File: src/rtl/instr_fetch.sv
// instr_fetch: fetch stage feeding the instruction decoder.
// Owns the PC and fetches one word per instruction over a req/ack memory
// handshake. The fetched word, its PC and PC+4 go to the decoder over a
// valid/ready handshake. Redirects from downstream flush whatever is in
// flight or buffered.
//
// Ports:
//   CLK, RST                 clock, synchronous active-high reset
//   IMemReq/IMemAddr         memory request and word-aligned address (out)
//   IMemAck/IMemData         memory response and instruction word (in)
//   Instr/PCOut/PCPlus4      buffered instruction, its PC and PC+4 (out)
//   InstrValid/DecReady      decoder handshake
//   Redirect/RedirType       redirect pulse and kind (01 br, 10 j, 11 jr)
//   RedirPC/Imm/Jumpt        redirecting PC, branch offset, jump field
//   RegTarget                jump-register target
module instr_fetch #(
    parameter int unsigned   WL       = 32,
    parameter logic [WL-1:0] RESET_PC = '0
) (
    input  logic          CLK,
    input  logic          RST,
    output logic          IMemReq,
    output logic [WL-1:0] IMemAddr,
    input  logic          IMemAck,
    input  logic [WL-1:0] IMemData,
    output logic [WL-1:0] Instr,
    output logic [WL-1:0] PCOut,
    output logic [WL-1:0] PCPlus4,
    output logic          InstrValid,
    input  logic          DecReady,
    input  logic          Redirect,
    input  logic [1:0]    RedirType,
    input  logic [WL-1:0] RedirPC,
    input  logic [15:0]   Imm,
    input  logic [25:0]   Jumpt,
    input  logic [WL-1:0] RegTarget
);

    localparam logic [1:0] S_IDLE  = 2'd0;
    localparam logic [1:0] S_FETCH = 2'd1;
    localparam logic [1:0] S_KILL  = 2'd2;
    localparam logic [1:0] S_HOLD  = 2'd3;

    localparam logic [1:0] RT_NONE   = 2'b00;
    localparam logic [1:0] RT_BRANCH = 2'b01;
    localparam logic [1:0] RT_JUMP   = 2'b10;

    localparam int unsigned SEXT_W = WL - 18;

    logic [1:0]    state_q;
    logic [1:0]    state_d;
    logic [WL-1:0] pc_q;
    logic [WL-1:0] pc_d;

    logic          imemreq_d;
    logic [WL-1:0] imemaddr_d;
    logic [WL-1:0] instr_d;
    logic [WL-1:0] pcout_d;
    logic [WL-1:0] pcplus4_d;
    logic          instrvalid_d;

    logic          redir_eff_c;
    logic [WL-1:0] redir_pc4_c;
    logic [WL-1:0] branch_off_c;
    logic [WL-1:0] target_c;

    // Redirect target; type 00 is not a redirect, so the default is jr.
    always_comb begin
        redir_eff_c  = Redirect && (RedirType != RT_NONE);
        redir_pc4_c  = RedirPC + WL'(4);
        branch_off_c = {{SEXT_W{Imm[15]}}, Imm, 2'b00};
        case (RedirType)
            RT_BRANCH: target_c = redir_pc4_c + branch_off_c;
            RT_JUMP:   target_c = {redir_pc4_c[WL-1 -: 4], Jumpt, 2'b00};
            default:   target_c = {RegTarget[WL-1:2], 2'b00};
        endcase
    end

    // Next state, next PC and next values of the registered outputs.
    always_comb begin
        state_d   = state_q;
        pc_d      = pc_q;
        instr_d   = Instr;
        pcout_d   = PCOut;
        pcplus4_d = PCPlus4;

        case (state_q)
            S_IDLE: begin
                state_d = S_FETCH;
                if (redir_eff_c) begin
                    pc_d = target_c;
                end
            end
            S_FETCH: begin
                if (redir_eff_c) begin
                    // Without an ack the request must finish at its old
                    // address; with one, the data is simply dropped.
                    pc_d    = target_c;
                    state_d = IMemAck ? S_FETCH : S_KILL;
                end else if (IMemAck) begin
                    instr_d   = IMemData;
                    pcout_d   = pc_q;
                    pcplus4_d = pc_q + WL'(4);
                    state_d   = S_HOLD;
                end
            end
            S_KILL: begin
                if (redir_eff_c) begin
                    pc_d = target_c;
                end
                if (IMemAck) begin
                    state_d = S_FETCH;
                end
            end
            S_HOLD: begin
                // A redirect comes from an older, already-accepted
                // instruction, so it wins over the decoder accepting.
                if (redir_eff_c) begin
                    pc_d    = target_c;
                    state_d = S_FETCH;
                end else if (DecReady) begin
                    pc_d    = pc_q + WL'(4);
                    state_d = S_FETCH;
                end
            end
            default: begin
                state_d = S_IDLE;
            end
        endcase

        imemreq_d    = (state_d == S_FETCH) || (state_d == S_KILL);
        // In KILL the address register keeps the abandoned fetch address.
        imemaddr_d   = (state_d == S_KILL) ? IMemAddr : pc_d;
        instrvalid_d = (state_d == S_HOLD);
    end

    // State and PC registers.
    always_ff @(posedge CLK) begin
        if (RST) begin
            state_q <= S_IDLE;
            pc_q    <= RESET_PC;
        end else begin
            state_q <= state_d;
            pc_q    <= pc_d;
        end
    end

    // Registered outputs.
    always_ff @(posedge CLK) begin
        if (RST) begin
            IMemReq    <= 1'b0;
            IMemAddr   <= RESET_PC;
            Instr      <= '0;
            PCOut      <= '0;
            PCPlus4    <= '0;
            InstrValid <= 1'b0;
        end else begin
            IMemReq    <= imemreq_d;
            IMemAddr   <= imemaddr_d;
            Instr      <= instr_d;
            PCOut      <= pcout_d;
            PCPlus4    <= pcplus4_d;
            InstrValid <= instrvalid_d;
        end
    end

endmodule

File: config.mk
export PLATFORM = sky130hd
export DESIGN_NAME = instr_fetch
export DESIGN_NICKNAME = d
export VERILOG_FILES = /design/src/rtl/instr_fetch.sv
export SDC_FILE = /design/constraint.sdc
export NUM_CORES = 1
export LEC_CHECK = 0
export CORE_MARGIN = 2
export CORE_UTILIZATION = 38
export DETAILED_ROUTE_END_ITERATION = 6
export PLACE_DENSITY_LB_ADDON = 0.12
export SETUP_SLACK_MARGIN = 0.2
export SLEW_MARGIN = 25
export SYNTH_ARGS = -nofsm -noshare
export SYNTH_HDL_FRONTEND = slang
export SYNTH_SLANG_ARGS = --single-unit
File: constraint.sdc
create_clock -name CLK -period 10.2 [get_ports CLK]
set_input_delay 2.04 -clock CLK [delete_from_list [all_inputs] [get_ports CLK]]
set_output_delay 2.04 -clock CLK [all_outputs]
set_load 0.05 [all_outputs]
; ---- After elaboration in Yosys (flattened, before gate mapping)
; Index checks and enable logic that the tools add are counted.
[classes]
add_sub_neg = 3
eq_ne = 8
n_mux = 12
bitwise = 1
n_reduce_logical = 6
[ops]
columns = operator, n
row1 = one-hot mux 32 bit (2 select lines), 2
row2 = 2-to-1 mux 32 bit, 3
row3 = adder 32 x 3 -> 32 bit (second input constant), 2
row4 = adder 32 bit, 1
row5 = 2-to-1 mux 2 bit, 6
row6 = equality test 2 bit (second input constant), 5
row7 = one-hot mux 2 bit (4 select lines), 1
row8 = equality test 2 x 1 -> 1 bit (second input constant), 3
row9 = AND reduction 3 bit, 1
row10 = OR reduction 3 bit, 1
row11 = logical NOT 2 bit, 1
row12 = nonzero test 2 bit, 1
row13 = logical AND 1 bit, 1
row14 = logical OR 1 bit, 1
row15 = NOT 1 bit, 1
[totals]
ff_bits = 164
inputBits = 145
out_inout_bits = 130
wordCells = 38

; ---- Longest topological paths before layout
; Gate-level depths: netlist of the first run.
[depth]
depth_word = 6
ltp_mapped = 17
depth_no_buf = 15

; ---- Worst setup path before layout of the first run
; Ideal clock, no wire load.
[synth_timing]
kind = input-to-reg
start = input RedirPC[9]
end = register IMemAddr[28]
setup_ps = 131
t_arrival_ps = 5187
required_ps = 10069
setup_slack_ps = 4882
path_stages = 17
n_path_buf = 3
path_cell_list = and4_1 buf_6 and4_2 and3_1 clkbuf_1 nand4_1 xnor2_1 ha_1 clkbuf_1 a21oi_1 o21ai_1 a2111oi_0 nor3_1 or4_1 a31oi_1 a211o_1 o31ai_1
[synth_between]
elab_chain_len = 5
word_cells_on_any_way = 6
cone_classes = 2 x add/sub / 4 x mux
[synth_lines]
columns = item, line_no
row1 = from (decl), 33  ; input logic [WL-1:0] RedirPC,
row2 = adder 32 x 3 -> 32 bit *, 70  ; redir_pc4_c = RedirPC + WL'(4);
row3 = adder 32 bit, 73  ; RT_BRANCH: target_c = redir_pc4_c + branch_off_c;
row4 = one-hot mux 32 bit (2 select lines) *, 72  ; case (RedirType)
row5 = "2-to-1 mux 32 bit, on equally long branches", n/a
row6 = one-hot mux 32 bit (2 select lines) *, 87  ; case (state_q)
row7 = to (signal assigned), 159  ; IMemAddr <= imemaddr_d;
row8 = to (decl), 23  ; output logic [WL-1:0] IMemAddr,
; Every way passes the cells marked *; elsewhere a longest branch is shown, timed or not.
; A chain may end at the register's enable or synchronous reset.

; ---- Worst setup path in the final report of the first run
[layout_timing]
start = input RedirPC[4]
end = register IMemAddr[28]
; The elaborated chain is that of the path after synthesis.

==> results_tabular.tex, run 1 <==
\begin{tabular}{lr}
\hline
Metric & Value \\
\hline
\multicolumn{2}{l}{\textbf{Synthesis}} \\
\quad Compound-cell area share of the yosys netlist & 21.96\% \\
\quad Synth Area in Simple Gates & 24.40\% \\
\quad Proportion of synthesized area in mux cells & 0.6193\% \\
\quad Sequential share of the synthesized area & 33.44\% \\
\quad Mapped Area & 9698 um2 \\
\quad Yosys synthesis warning count & 0 \\
\quad Largest family of logic cells by synthesized area & simple AND/OR/NAND/NOR gates \\
\quad Post-synth EDFFs & 0 \\
\quad Post-Syn Area per Cell & 7.660 um2 \\
\quad Post-Synthesis Net Count & 1453 \\
\quad Primary FF master, synth & sky130\_fd\_sc\_hd\_\_dfxtp\_1 \\
\quad Adder-Cell Fraction of Synth Area & 5.496\% \\
\quad Fraction of registers with async set/reset & 0\% \\
\quad Post-synthesis share of cell area spent on xor and xnor gates & 9.018\% \\
\quad Number of distinct library cell variants in the gate-level netlist after synthesis & 76 \\
\quad Number of storage elements in the synthesis netlist & 162 \\
\quad Mapped Cells & 1266 \\
\multicolumn{2}{l}{\textbf{Routing}} \\
\quad Total number of vias & 9573 \\
\quad DRC violations left & 0 \\
\quad Drt via density & 5.260 \\
\quad Drt initial violations & 481 \\
\quad Drt pass-1 iters & 5 \\
\quad Average routed wire per standard cell & 17.26 um \\
\quad Antenna-violating nets left & 0 \\
\quad Final wirelength & 31420 um \\
\multicolumn{2}{l}{\textbf{Worst setup path}} \\
\quad Endpoint class of the critical path & flop \\
\quad Top cell family by delay on the critical path & simple AND/OR/NAND/NOR gates \\
\quad Destination of the worst register-to-register timing path & IMemAddr[18]\$\_SDFFE\_PP0P\_ \\
\quad Number of buffer and inverter instances along the worst setup path & 1 \\
\quad Crit path DAT & 6.46 ns \\
\quad Category of the critical setup timing path & primary input to flop \\
\quad Critical path fanouts, max & 9 \\
\quad Source of the critical timing path & RedirPC[4] \\
\quad Required time worst endpoint & 10.53 ns \\
\quad CP Cell Sequence & clkdlybuf4s50\_1 -> and4\_1 -> and3\_1 -> and3\_1 -> nand3\_1 -> xnor2\_1 -> ha\_1 -> nand4\_1 -> nor2\_1 -> nand4\_1 -> a2111oi\_0 -> or4\_1 -> a31oi\_1 -> a211o\_1 -> o31ai\_1 \\
\quad Startpoint kind of the worst setup timing path & primary input \\
\quad Largest stage delay, worst path & 0.69 ns \\
\quad Reg-to-reg startpoint & state\_q[0]\$\_SDFF\_PP0\_ \\
\quad Crit path max-delay cell type & sky130\_fd\_sc\_hd\_\_a2111oi\_0 \\
\quad Worst reg-to-reg setup slack & 6.94 ns \\
\quad Depth of the worst register-to-register path & 7 \\
\multicolumn{2}{l}{\textbf{Cells and area}} \\
\quad Layout overhead on the synthesized area & 35.12\% \\
\quad Final nets & 1664 \\
\quad Most used cells in the layout excluding fill and tap cells & sky130\_fd\_sc\_hd\_\_clkdlybuf4s50\_1, sky130\_fd\_sc\_hd\_\_nand2\_1, sky130\_fd\_sc\_hd\_\_dfxtp\_1, sky130\_fd\_sc\_hd\_\_a21oi\_1, sky130\_fd\_sc\_hd\_\_nor2\_1 \\
\quad Count of fill cells added during filler insertion & 2482 \\
\quad Most frequent standard cell in the layout excluding fill and tap cells & sky130\_fd\_sc\_hd\_\_clkdlybuf4s50\_1 \\
\quad Sequential cell area in the final layout & 3243 um2 \\
\quad Area of the multi-input gates & 5978 um2 \\
\quad Ratio of cells with drive above 1 in the final layout & 4.634\% \\
\multicolumn{2}{l}{\textbf{Placement}} \\
\quad Final Wtd Congestion & 0.9506 \\
\quad Dpl ws & 3.698 ns \\
\quad Total of buffers placed on input and output ports & 272 \\
\quad Post-detailed-placement half-perimeter wirelength & 23830 um \\
\multicolumn{2}{l}{\textbf{STA}} \\
\quad Final WS setup & 4.067 ns \\
\quad Final Hold Vio Count & 0 \\
\quad Sum Neg Setup Slack & 0 ns \\
\quad Final clock period utilization by the worst path & 60.13\% \\
\quad Unrepaired setup endpoints after global routing & false \\
\quad Worst-case headroom to the max-slew limit & 31.12\% \\
\quad Number of pins with negative max-slew slack in the final report & 0 \\
\quad Layout Skew & 0.01482 ns \\
\quad Max frequency & 163.1 MHz \\
\quad Final setup violating endpoints & 0 \\
\quad Tightest Pin Transition & 1.033 ns \\
\quad Min Clock Period, post-route & 6.133 ns \\
\multicolumn{2}{l}{\textbf{Worst hold path}} \\
\quad Worst hold path type & flop to flop \\
\quad Number of instances on the worst hold path & 2 \\
\quad Worst Min Path Start & Instr[31]\$\_SDFFE\_PP0P\_ \\
\quad End point of the most critical hold path & Instr[31]\$\_SDFFE\_PP0P\_ \\
\multicolumn{2}{l}{\textbf{Clock tree}} \\
\quad Level count of the clock H-tree & 4 \\
\quad Clock net sink count & 162 \\
\quad Number of resized instances in the post-cts repair step & 0 \\
\quad Number of buffers on the longest clock path & 2 \\
\quad Cts hold-fix bufs & 0 \\
\quad TritonCTS Buffers & 17 \\
\quad Clock tree from TritonCTS & built \\
\quad Clk slew on worst S/H paths & 0.06 ns \\
\quad Root buffer cell & sky130\_fd\_sc\_hd\_\_clkbuf\_16 \\
\quad Insertion delay to the later sink of the worst-skew pair & 0.43 ns \\
\quad Number of setup buffers added after CTS & 0 \\
\multicolumn{2}{l}{\textbf{Die}} \\
\quad Die outline height & 163.8 um \\
\quad Core Box Area & 25110 um2 \\
\quad Total die area & 26820 um2 \\
\quad Effective utilization at floorplan & 38.62\% \\
\quad Die width & 163.8 um \\
\quad I/O Pins & 275 \\
\quad Std cell rows & 58 \\
\multicolumn{2}{l}{\textbf{Power}} \\
\quad Peak supply drop & 0.0001182 V \\
\quad Overall power consumption & 1.854 mW \\
\quad Power per cell area & 141.5 nW/um2 \\
\quad Leakage power of the design & 4.611 nW \\
\multicolumn{2}{l}{\textbf{Global route}} \\
\quad First-pass GRT wire length & 47690 um \\
\quad Pin count of the biggest net entering global routing & 101 \\
\quad Vias in the first global route & 8840 \\
\quad Combined global-route utilization of all metal layers & 22.74\% \\
\quad GRT Residual Overflow & 0 \\
\quad Initial antenna violation count & 1 \\
\multicolumn{2}{l}{\textbf{Job}} \\
\quad Number of maximum-capacitance violations & 0 \\
\multicolumn{2}{l}{\textbf{Outcome}} \\
\quad Result of the run & finished, final reports clean \\
\hline
\end{tabular}
## per-stage QoR
stage                     hold WS (ns)  std cells  utilization [%]  area, um2
after floorplan                 0.4316       1266                -       9698
after global placement          0.4414       1788            49.82      12510
after detailed placement        0.4461       1788            49.83      12510
after CTS                       0.4551       1819            52.18      13100
after global routing            0.4696       1820            52.19      13100
final                           0.4515       1820            52.19      13100
## area by class of cell
class	count	area share, %
antenna	1	0.01910
clock buffer	18	3.351
clock inverter	13	1.146
inverter	28	0.8021
multi-input combinational	989	45.62
sequential	162	24.75
tap	330	3.151
timing repair buffer	279	21.16
## cells in the mapped netlist, types with 8 or more instances
cell type / n / share of area [%]
sky130_fd_sc_hd__a31oi_1: 8 / 0.52
sky130_fd_sc_hd__nand4_1: 28 / 1.8
sky130_fd_sc_hd__dfxtp_1: 162 / 33
sky130_fd_sc_hd__inv_1: 27 / 1.0
sky130_fd_sc_hd__a211oi_1: 40 / 3.1
sky130_fd_sc_hd__xnor2_1: 61 / 5.5
sky130_fd_sc_hd__or3_1: 10 / 0.65
sky130_fd_sc_hd__nand3_1: 40 / 2.1
sky130_fd_sc_hd__nor2_1: 140 / 5.4
sky130_fd_sc_hd__a221oi_1: 21 / 1.9
sky130_fd_sc_hd__nor3_1: 17 / 0.88
sky130_fd_sc_hd__nor2b_1: 11 / 0.71
sky130_fd_sc_hd__o21ai_1: 10 / 0.52
sky130_fd_sc_hd__a21o_1: 10 / 0.77
sky130_fd_sc_hd__a21oi_1: 140 / 7.2
sky130_fd_sc_hd__xor2_1: 37 / 3.3
sky130_fd_sc_hd__and2_1: 8 / 0.52
sky130_fd_sc_hd__and3_1: 10 / 0.65
sky130_fd_sc_hd__o21ai_0: 38 / 2.0
sky130_fd_sc_hd__ha_1: 41 / 5.3
sky130_fd_sc_hd__clkbuf_1: 65 / 2.5
sky130_fd_sc_hd__o21bai_1: 8 / 0.62
sky130_fd_sc_hd__nand2_1: 209 / 8.1
## metal layers
layer / part of all wire (%) / vias up / track usage, % / wire [um]
li1: - / 4886 / - / -
met1: 47 / 4326 / 31.41 / 14820
met2: 44 / 318 / 35.37 / 13790
met3: 6.3 / 43 / 3.788 / 1971
met4: 2.7 / 0 / 8.892 / 835
met5: 0 / - / 0 / 0
## worst max path at each step
stage                                      endpoint  slack [ns]  cells after the start
final                     IMemAddr[28]$_SDFFE_PP0P_        4.07                     15
after global routing      IMemAddr[28]$_SDFFE_PP0P_        3.79                     15
after CTS                 IMemAddr[28]$_SDFFE_PP0P_        4.12                     15
after detailed placement  IMemAddr[28]$_SDFFE_PP0P_        3.70                     15
after global placement    IMemAddr[31]$_SDFFE_PP0P_        3.78                     14
after floorplan           IMemAddr[28]$_SDFFE_PP0P_        4.88                     17
## flip-flops by register name, indices dropped and copies added (netlist names)
signal / flops
IMemAddr: 32
Instr: 32
PCOut: 32
pc_q: 32
PCPlus4: 30
state_q: 2
IMemReq: 1
InstrValid: 1
## worst reg2reg max path, delay by kind of cell, from the launching register on
kind | cells | cell delay (ns)
buffers and inverters | 1 | 0.99
adder cells (fa/ha/maj) | 1 | 0.61
AO/OA/AOI/OAI | 3 | 0.57
AND/OR/NAND/NOR | 2 | 0.53
flip-flops | 1 | 0.40
## report_power, final
group          switching (mW)  internal, mW
clock network           0.268         0.370
registers              0.0373         0.672
logic                   0.307         0.199
total                   0.613          1.24
## cells by family (layout without fill, tap and decap cells)
| logic type | count (synthesis) | after routing |
|---|---|---|
| muxes | 6 | 6 |
| adders and majority gates | 42 | 42 |
| AOI/OAI and AO/OA | 333 | 333 |
| xor gates and xnor gates | 99 | 99 |
| other | 0 | 1 |
| buffers and inverters | 115 | 338 |
| and+or+nand+nor | 509 | 509 |
| DFF | 162 | 162 |
No activity file was read; power rests on OpenSTA's default activity.
==> run 2: changes to the inputs <==
Clock period 10.2 ns to 5.7 ns, I/O delays scaled along.
==> run 2 against run 1 <==
Net effect: routed wire length grew 0.41%; sequential power increased by 79%; hold slack better by 0.00069 ns; sequential share of layout area decreased by 0.097 points; critical path depth did not move; flip-flop and latch count unchanged; global-route usage rose by 0.26 points; critical path type unchanged; critical endpoint unchanged; largest power group unchanged.
==> results_tabular.tex, run 2 (same netlist as run 1, synthesis figures left out) <==
\begin{tabular}{lr}
\hline
Metric & Value \\
\hline
\multicolumn{2}{l}{\textbf{Global route}} \\
\quad Routing usage on met2 & 36.97\% (was 35.37\%) \\
\quad Combined global-route utilization of all metal layers & 23.00\% (was 22.74\%) \\
\quad GRT Residual Overflow & 0 (unchanged) \\
\quad Pin count of the biggest net entering global routing & 86 (was 101) \\
\quad Most utilized layer in the global route result & met2 (unchanged) \\
\quad Vias in the first global route & 8944 (was 8840) \\
\quad First-pass GRT wire length & 48330 um (was 47690 um) \\
\quad Fraction of met3 tracks used by global routing & 4.697\% (was 3.788\%) \\
\quad Initial antenna violation count & 0 (was 1) \\
\quad Met1 track utilization from global routing & 31.09\% (was 31.41\%) \\
\multicolumn{2}{l}{\textbf{Clock tree}} \\
\quad Clock tree from TritonCTS & built (unchanged) \\
\quad Level count of the clock H-tree & 4 (unchanged) \\
\quad Cts hold-fix bufs & 0 (unchanged) \\
\quad Clock net sink count & 162 (unchanged) \\
\quad Number of buffers on the longest clock path & 2 (unchanged) \\
\quad Number of resized instances in the post-cts repair step & 0 (unchanged) \\
\quad Number of setup buffers added after CTS & 0 (unchanged) \\
\quad Clk slew on worst S/H paths & 0.06 ns (about the same) \\
\quad TritonCTS Buffers & 17 (unchanged) \\
\quad Insertion delay to the later sink of the worst-skew pair & 0.43 ns (about the same) \\
\quad Root buffer cell & sky130\_fd\_sc\_hd\_\_clkbuf\_16 (unchanged) \\
\multicolumn{2}{l}{\textbf{Routing}} \\
\quad Drt pass-1 iters & 5 (unchanged) \\
\quad Average routed wire per standard cell & 17.25 um (was 17.26 um) \\
\quad Drt via density & 5.316 (was 5.260) \\
\quad Total number of vias & 9723 (was 9573) \\
\quad DRC violations left & 0 (unchanged) \\
\quad Antenna-violating nets left & 0 (unchanged) \\
\quad Final wirelength & 31550 um (was 31420 um) \\
\quad Drt initial violations & 581 (was 481) \\
\multicolumn{2}{l}{\textbf{Cells and area}} \\
\quad Design area & 13160 um2 (was 13100 um2) \\
\quad Final nets & 1672 (was 1664) \\
\quad Most frequent standard cell in the layout excluding fill and tap cells & sky130\_fd\_sc\_hd\_\_clkdlybuf4s50\_1 (unchanged) \\
\quad Ratio of cells with drive above 1 in the final layout & 5.207\% (was 4.634\%) \\
\quad Layout overhead on the synthesized area & 35.65\% (was 35.12\%) \\
\quad Most used cells in the layout excluding fill and tap cells & sky130\_fd\_sc\_hd\_\_clkdlybuf4s50\_1, sky130\_fd\_sc\_hd\_\_nand2\_1, sky130\_fd\_sc\_hd\_\_dfxtp\_1, sky130\_fd\_sc\_hd\_\_a21oi\_1, sky130\_fd\_sc\_hd\_\_nor2\_1 (unchanged) \\
\multicolumn{2}{l}{\textbf{Outcome}} \\
\quad Result of the run & finished, final reports clean (unchanged) \\
\multicolumn{2}{l}{\textbf{Worst setup path}} \\
\quad Number of buffer and inverter instances along the worst setup path & 1 (unchanged) \\
\quad CP Cell Sequence & clkdlybuf4s50\_1 -> and4\_1 -> and4\_2 -> and3\_1 -> nand3\_1 -> nor2\_1 -> xor2\_1 -> ha\_1 -> a21o\_1 -> a2111oi\_0 -> nor3\_1 -> or4\_1 -> a31oi\_1 -> a211o\_1 -> o31ai\_1 (was clkdlybuf4s50\_1 -> and4\_1 -> and3\_1 -> and3\_1 -> nand3\_1 -> xnor2\_1 -> ha\_1 -> nand4\_1 -> nor2\_1 -> nand4\_1 -> a2111oi\_0 -> or4\_1 -> a31oi\_1 -> a211o\_1 -> o31ai\_1) \\
\quad Crit path max-delay cell type & sky130\_fd\_sc\_hd\_\_clkdlybuf4s50\_1 (was sky130\_fd\_sc\_hd\_\_a2111oi\_0) \\
\quad Largest stage delay, worst path & 0.56 ns (was 0.69 ns) \\
\quad Top cell family by delay on the critical path & simple AND/OR/NAND/NOR gates (unchanged) \\
\quad Critical path fanouts, max & 6 (was 9) \\
\quad Endpoint class of the critical path & flop (unchanged) \\
\quad Startpoint kind of the worst setup timing path & primary input (unchanged) \\
\quad Category of the critical setup timing path & primary input to flop (unchanged) \\
\quad Crit path DAT & 5.25 ns (was 6.46 ns) \\
\quad Required time worst endpoint & 6.00 ns (was 10.53 ns) \\
\multicolumn{2}{l}{\textbf{STA}} \\
\quad Unrepaired setup endpoints after global routing & false (unchanged) \\
\quad Final clock period utilization by the worst path & 86.79\% \\
\quad Final setup violating endpoints & 0 (unchanged) \\
\quad Tightest Pin Transition & 0.9141 ns (was 1.033 ns) \\
\quad Sum Neg Setup Slack & 0 ns (unchanged) \\
\quad Worst-case hold slack & 0.4522 ns (was 0.4515 ns) \\
\quad Max frequency & 202.1 MHz \\
\quad Min Clock Period, post-route & 4.947 ns \\
\quad Final Hold Vio Count & 0 (unchanged) \\
\quad Worst-case headroom to the max-slew limit & 39.06\% (was 31.12\%) \\
\quad Layout Skew & 0.009121 ns (was 0.01482 ns) \\
\quad Number of pins with negative max-slew slack in the final report & 0 (unchanged) \\
\multicolumn{2}{l}{\textbf{Placement}} \\
\quad Instance area after placement & 12580 um2 (was 12510 um2) \\
\quad Total of buffers placed on input and output ports & 272 (unchanged) \\
\quad Post-detailed-placement half-perimeter wirelength & 24130 um (was 23830 um) \\
\quad Final Wtd Congestion & 0.9478 (was 0.9506) \\
\multicolumn{2}{l}{\textbf{Power}} \\
\quad Power per cell area & 250.5 nW/um2 (was 141.5 nW/um2) \\
\quad Leakage power of the design & 4.657 nW (was 4.611 nW) \\
\quad Peak supply drop & 0.0001951 V (was 0.0001182 V) \\
\quad Overall power consumption & 3.296 mW (was 1.854 mW) \\
\multicolumn{2}{l}{\textbf{Die}} \\
\quad Total die area & 26820 um2 (unchanged) \\
\quad Std cell rows & 58 (unchanged) \\
\quad I/O Pins & 275 (unchanged) \\
\quad Core Box Area & 25110 um2 (unchanged) \\
\quad Die width & 163.8 um (unchanged) \\
\quad Effective utilization at floorplan & 38.62\% (unchanged) \\
\quad Die outline height & 163.8 um (unchanged) \\
\multicolumn{2}{l}{\textbf{Job}} \\
\quad Number of maximum-capacitance violations & 0 (unchanged) \\
\multicolumn{2}{l}{\textbf{Worst hold path}} \\
\quad Worst hold path type & flop to flop (unchanged) \\
\hline
\end{tabular}
## run 2: path summary, 6_finish.rpt
kind	end	slack, ns	cells after the start	from
worst min-delay path	Instr[11]$_SDFFE_PP0P_	0.45	2	Instr[11]$_SDFFE_PP0P_
worst min register to register	Instr[11]$_SDFFE_PP0P_	0.45	2	Instr[11]$_SDFFE_PP0P_
worst max register to register	IMemAddr[31]$_SDFFE_PP0P_	2.88	8	pc_q[12]$_SDFF_PP0_
worst max-delay path	IMemAddr[28]$_SDFFE_PP0P_	0.75	15	RedirPC[8]
## run 2: where the power goes
part | switching [mW] | total [mW] | internal (mW)
Clock | 0.501 | 1.12 | 0.615
Sequential | 0.0675 | 1.27 | 1.20
Combinational | 0.549 | 0.911 | 0.362
## run 2: cell type report
| type | instances | area (um2) |
|---|---|---|
| multi-input combinational | 989 | 5976 |
| clock buffer | 17 | 425.4 |
| tap | 330 | 412.9 |
| antenna | 1 | 2.502 |
| inverter | 28 | 105.1 |
| timing repair buffer | 287 | 2845 |
| sequential | 162 | 3243 |
| clock inverter | 15 | 145.1 |
| fill | 2510 | 11950 |
## run 2: metal layers
layer | part of all wire [%] | vias up
li1 | - | 4913
met1 | 46 | 4395
met2 | 45 | 371
met3 | 7.1 | 44
met4 | 2.0 | 0
met5 | 0 | -
## run 2: per-stage QoR
stage,util (%),instances,setup slack [ns]
6_report,52.39,1829,0.7528
5_1_grt,52.38,1828,0.3163
3_5_place_dp,50.11,1796,0.3249
3_3_place_gp,50.11,1796,0.4163
4_1_cts,52.38,1828,0.7533
2_1_floorplan,-,1266,1.282
## run 2: worst min-delay path: stages, from the launching register on
cell and delay (ns):
sky130_fd_sc_hd__dfxtp_1 0.31, sky130_fd_sc_hd__nand2_1 0.05, sky130_fd_sc_hd__a21oi_1 0.05
==> run 3: changes to the inputs <==
Settings changed: ABC_AREA from default to 1, CORE_ASPECT_RATIO from default to 0.75, TNS_END_PERCENT from default to 50.
==> run 3 against run 2 <==
Net effect: fmax is 3.3% higher; global-route usage is 3.4 points higher; worst setup slack better by 0.16 ns; via count is 15% higher; clock power is 5% higher; total power is 4.3% higher; register-to-register slack better by 0.37 ns; sequential share of layout area is 1.1 points lower; flip-flop and latch count stayed put; routed wire length is 20% higher; final cell count is 20% higher; hold slack better by 0.0098 ns.
==> results_tabular.tex, run 3 <==
\begin{tabular}{lr}
\hline
Metric & Value \\
\hline
\multicolumn{2}{l}{\textbf{Die}} \\
\quad Die width & 193.2 um (was 163.8 um) \\
\quad Effective utilization at floorplan & 39.01\% (was 38.62\%) \\
\quad Total die area & 28200 um2 (was 26820 um2) \\
\quad Std cell rows & 51 (was 58) \\
\quad Die outline height & 145.9 um (was 163.8 um) \\
\quad Core Box Area & 26160 um2 (was 25110 um2) \\
\quad I/O Pins & 275 (unchanged) \\
\multicolumn{2}{l}{\textbf{Clock tree}} \\
\quad Insertion delay to the later sink of the worst-skew pair & 0.43 ns (about the same) \\
\quad Cts hold-fix bufs & 0 (unchanged) \\
\quad Number of setup buffers added after CTS & 0 (unchanged) \\
\quad Clock net sink count & 162 (unchanged) \\
\quad Number of resized instances in the post-cts repair step & 0 (unchanged) \\
\quad TritonCTS Buffers & 17 (unchanged) \\
\quad Clk slew on worst S/H paths & 0.07 ns (was 0.06 ns) \\
\quad Level count of the clock H-tree & 4 (unchanged) \\
\quad Number of buffers on the longest clock path & 2 (unchanged) \\
\quad Root buffer cell & sky130\_fd\_sc\_hd\_\_clkbuf\_16 (unchanged) \\
\quad Clock tree from TritonCTS & built (unchanged) \\
\multicolumn{2}{l}{\textbf{Global route}} \\
\quad GRT Residual Overflow & 0 (unchanged) \\
\quad First-pass GRT wire length & 58570 um (was 48330 um) \\
\quad Pin count of the biggest net entering global routing & 101 (was 86) \\
\quad Initial antenna violation count & 0 (unchanged) \\
\quad Vias in the first global route & 10150 (was 8944) \\
\quad Combined global-route utilization of all metal layers & 26.43\% (was 23.00\%) \\
\multicolumn{2}{l}{\textbf{Synthesis}} \\
\quad Mapped Cells & 1595 (was 1266) \\
\quad Proportion of synthesized area in mux cells & 0\% (was 0.6193\%) \\
\quad Most common cell in the synthesized netlist & sky130\_fd\_sc\_hd\_\_nand2\_1 (unchanged) \\
\quad Leading post-synthesis cells by instance count & sky130\_fd\_sc\_hd\_\_nand2\_1, sky130\_fd\_sc\_hd\_\_inv\_1, sky130\_fd\_sc\_hd\_\_nor2\_1 (was sky130\_fd\_sc\_hd\_\_nand2\_1, sky130\_fd\_sc\_hd\_\_dfxtp\_1, sky130\_fd\_sc\_hd\_\_a21oi\_1, sky130\_fd\_sc\_hd\_\_nor2\_1, sky130\_fd\_sc\_hd\_\_clkbuf\_1) \\
\quad Number of storage elements in the synthesis netlist & 162 (unchanged) \\
\quad Primary FF master, synth & sky130\_fd\_sc\_hd\_\_dfxtp\_1 (unchanged) \\
\quad Ranking of synthesized cells by area & sky130\_fd\_sc\_hd\_\_dfxtp\_1, sky130\_fd\_sc\_hd\_\_nand2\_1, sky130\_fd\_sc\_hd\_\_a21oi\_1, sky130\_fd\_sc\_hd\_\_inv\_1, sky130\_fd\_sc\_hd\_\_nor2\_1 (was sky130\_fd\_sc\_hd\_\_dfxtp\_1, sky130\_fd\_sc\_hd\_\_nand2\_1, sky130\_fd\_sc\_hd\_\_a21oi\_1, sky130\_fd\_sc\_hd\_\_xnor2\_1, sky130\_fd\_sc\_hd\_\_nor2\_1) \\
\quad Biggest area consumer among synthesized cells & sky130\_fd\_sc\_hd\_\_dfxtp\_1 (unchanged) \\
\quad Largest family of logic cells by synthesized area & simple AND/OR/NAND/NOR gates (unchanged) \\
\quad Sequential share of the synthesized area & 31.78\% (was 33.44\%) \\
\quad Synth Area in Simple Gates & 32.07\% (was 24.40\%) \\
\quad Post-synthesis share of cell area spent on xor and xnor gates & 3.690\% (was 9.018\%) \\
\quad Mapped Area & 10210 um2 (was 9698 um2) \\
\quad Share of the synthesized area in the top cell type & 31.78\% (was 33.44\%) \\
\quad Adder-Cell Fraction of Synth Area & 5.223\% (was 5.496\%) \\
\quad Post-Synthesis Net Count & 1782 (was 1453) \\
\quad Fraction of registers with async set/reset & 0\% (unchanged) \\
\quad Number of distinct library cell variants in the gate-level netlist after synthesis & 45 (was 76) \\
\quad Post-synth EDFFs & 0 (unchanged) \\
\quad Yosys synthesis warning count & 0 (unchanged) \\
\quad Compound-cell area share of the yosys netlist & 17.20\% (was 21.96\%) \\
\quad Post-Syn Area per Cell & 6.399 um2 (was 7.660 um2) \\
\multicolumn{2}{l}{\textbf{Routing}} \\
\quad DRC violations left & 0 (unchanged) \\
\quad Average routed wire per standard cell & 17.30 um (was 17.25 um) \\
\quad Drt pass-1 iters & 6 (was 5) \\
\quad Antenna-violating nets left & 0 (unchanged) \\
\quad Drt via density & 5.101 (was 5.316) \\
\quad Drt initial violations & 891 (was 581) \\
\quad Total number of vias & 11180 (was 9723) \\
\quad Final wirelength & 37910 um (was 31550 um) \\
\multicolumn{2}{l}{\textbf{STA}} \\
\quad Tightest Pin Transition & 0.9570 ns (was 0.9141 ns) \\
\quad Final setup violating endpoints & 0 (unchanged) \\
\quad Final Hold Vio Count & 0 (unchanged) \\
\quad Worst-case headroom to the max-slew limit & 35.81\% (was 39.06\%) \\
\quad Layout Skew & 0.008932 ns (was 0.009121 ns) \\
\quad Final clock period utilization by the worst path & 84.04\% (was 86.79\%) \\
\quad Max frequency & 208.8 MHz (was 202.1 MHz) \\
\quad Sum Neg Setup Slack & 0 ns (unchanged) \\
\quad Unrepaired setup endpoints after global routing & false (unchanged) \\
\quad Min Clock Period, post-route & 4.790 ns (was 4.947 ns) \\
\quad Number of pins with negative max-slew slack in the final report & 0 (unchanged) \\
\quad Final WS setup & 0.9097 ns (was 0.7528 ns) \\
\multicolumn{2}{l}{\textbf{Power}} \\
\quad Overall power consumption & 3.437 mW (was 3.296 mW) \\
\quad Power per cell area & 249.6 nW/um2 (was 250.5 nW/um2) \\
\quad Peak supply drop & 0.0002121 V (was 0.0001951 V) \\
\quad Switching power & 1.183 mW (was 1.118 mW) \\
\quad Part of the power in combinational logic & 28.8\% (was 27.6\%) \\
\quad Leakage power of the design & 6.133 nW (was 4.657 nW) \\
\quad Proportion of power drawn by the clock network & 34.4\% (was 33.8\%) \\
\quad Sw Ratio & 34.42\% (was 33.91\%) \\
\quad Design internal power & 2.254 mW (was 2.178 mW) \\
\quad Power share of the sequential group & 36.7\% (was 38.5\%) \\
\multicolumn{2}{l}{\textbf{Worst hold path}} \\
\quad Worst hold path type & flop to flop (unchanged) \\
\multicolumn{2}{l}{\textbf{Placement}} \\
\quad Total of buffers placed on input and output ports & 272 (unchanged) \\
\quad Final Wtd Congestion & 0.9834 (was 0.9478) \\
\quad Instance area after placement & 13170 um2 (was 12580 um2) \\
\quad Dpl ws & 0.5842 ns (was 0.3249 ns) \\
\quad Post-detailed-placement half-perimeter wirelength & 29880 um (was 24130 um) \\
\multicolumn{2}{l}{\textbf{Worst setup path}} \\
\quad Category of the critical setup timing path & primary input to flop (unchanged) \\
\quad Startpoint kind of the worst setup timing path & primary input (unchanged) \\
\quad Critical path fanouts, max & 5 (was 6) \\
\quad Endpoint class of the critical path & flop (unchanged) \\
\quad Required time worst endpoint & 6.03 ns (was 6.00 ns) \\
\quad Crit path DAT & 5.12 ns (was 5.25 ns) \\
\multicolumn{2}{l}{\textbf{Cells and area}} \\
\quad Final nets & 2021 (was 1672) \\
\quad Design area & 13770 um2 (was 13160 um2) \\
\quad Number of diodes added for antenna fixing & 0 (was 1) \\
\quad Most frequent standard cell in the layout excluding fill and tap cells & sky130\_fd\_sc\_hd\_\_nand2\_1 (was sky130\_fd\_sc\_hd\_\_clkdlybuf4s50\_1) \\
\quad Most used cells in the layout excluding fill and tap cells & sky130\_fd\_sc\_hd\_\_nand2\_1, sky130\_fd\_sc\_hd\_\_clkdlybuf4s50\_1, sky130\_fd\_sc\_hd\_\_inv\_1, sky130\_fd\_sc\_hd\_\_nor2\_1, sky130\_fd\_sc\_hd\_\_a21oi\_1 (was sky130\_fd\_sc\_hd\_\_clkdlybuf4s50\_1, sky130\_fd\_sc\_hd\_\_nand2\_1, sky130\_fd\_sc\_hd\_\_dfxtp\_1, sky130\_fd\_sc\_hd\_\_a21oi\_1, sky130\_fd\_sc\_hd\_\_nor2\_1) \\
\quad Ratio of cells with drive above 1 in the final layout & 4.115\% (was 5.207\%) \\
\quad Layout overhead on the synthesized area & 34.94\% (was 35.65\%) \\
\multicolumn{2}{l}{\textbf{Outcome}} \\
\quad Result of the run & finished, final reports clean (unchanged) \\
\multicolumn{2}{l}{\textbf{Job}} \\
\quad Number of maximum-capacitance violations & 0 (unchanged) \\
\hline
\end{tabular}
==> run 3: layer usage <==
| layer | GRT usage (%) | up-vias | wire [um] |
|---|---|---|---|
| li1 | - | 5643 | - |
| met4 | 4.885 | 0 | 353 |
| met1 | 41.21 | 5125 | 19310 |
| met2 | 36.55 | 384 | 14940 |
| met3 | 5.956 | 25 | 3313 |
| met5 | 0 | - | 0 |
==> run 3: critical path: stages <==
cell and delay, ns:
sky130_fd_sc_hd__clkdlybuf4s50_1 0.50, sky130_fd_sc_hd__inv_1 0.07, sky130_fd_sc_hd__nor2_1 0.23, sky130_fd_sc_hd__nand4_1 0.29, sky130_fd_sc_hd__nor3_2 0.33, sky130_fd_sc_hd__nand2_1 0.25
sky130_fd_sc_hd__nor3_1 0.23, sky130_fd_sc_hd__xnor2_1 0.15, sky130_fd_sc_hd__inv_1 0.06, sky130_fd_sc_hd__ha_1 0.46, sky130_fd_sc_hd__nand2_1 0.14, sky130_fd_sc_hd__nor2_1 0.19
sky130_fd_sc_hd__inv_1 0.07, sky130_fd_sc_hd__nor3_1 0.24, sky130_fd_sc_hd__nand3_1 0.14, sky130_fd_sc_hd__nand2_1 0.10, sky130_fd_sc_hd__nand2_1 0.04, sky130_fd_sc_hd__nand3_1 0.06
sky130_fd_sc_hd__nand2_1 0.10, sky130_fd_sc_hd__nand2_1 0.13, sky130_fd_sc_hd__nand3_1 0.08, sky130_fd_sc_hd__nand2_1 0.08, sky130_fd_sc_hd__inv_1 0.03
==> run 3: cell families after synthesis <==
logic type / after synthesis
buf+inv: 257
xor+xnor: 43
simple gates: 772
compound gates: 319
flops: 162
fa+ha+maj: 42
==> run 3: area by class of cell <==
cell class | count | area (um2)
clock inverters | 15 | 177.7
repair buffers | 286 | 2829
flip-flops and latches | 162 | 3243
fillers | 2658 | 12390
clock buffers | 17 | 425.4
multi-input cells | 1176 | 5948
well taps | 344 | 430.4
inverters | 191 | 718.2
==> run 3: final timing paths <==
path | startpoint | to | slack (ns) | depth (start not counted)
min reg2reg | Instr[20]$_SDFFE_PP0P_ | Instr[20]$_SDFFE_PP0P_ | 0.46 | 2
max reg2reg | pc_q[2]$_SDFF_PP0_ | IMemAddr[26]$_SDFFE_PP0P_ | 3.25 | 14
max | RedirPC[2] | IMemAddr[30]$_SDFFE_PP0P_ | 0.91 | 23
min | Instr[20]$_SDFFE_PP0P_ | Instr[20]$_SDFFE_PP0P_ | 0.46 | 2
==> run 3: power groups by stage <==
stage,Combinational (mW),Clock [mW],Sequential [mW]
after floorplan,0.414,0,1.47
after global placement,0.980,0,1.29
after detailed placement,0.982,0,1.29
after CTS,0.988,1.20,1.26
after global routing,1.07,1.26,1.27
final,0.991,1.18,1.26
==> run 3: metrics by stage <==
stage | hold slack, ns | utilization [%] | std cells
2_1_floorplan | 0.4414 | - | 1595
3_3_place_gp | 0.4505 | 50.31 | 2159
3_5_place_dp | 0.4559 | 50.32 | 2159
4_1_cts | 0.4664 | 52.63 | 2191
5_1_grt | 0.4826 | 52.64 | 2191
6_report | 0.4619 | 52.64 | 2191
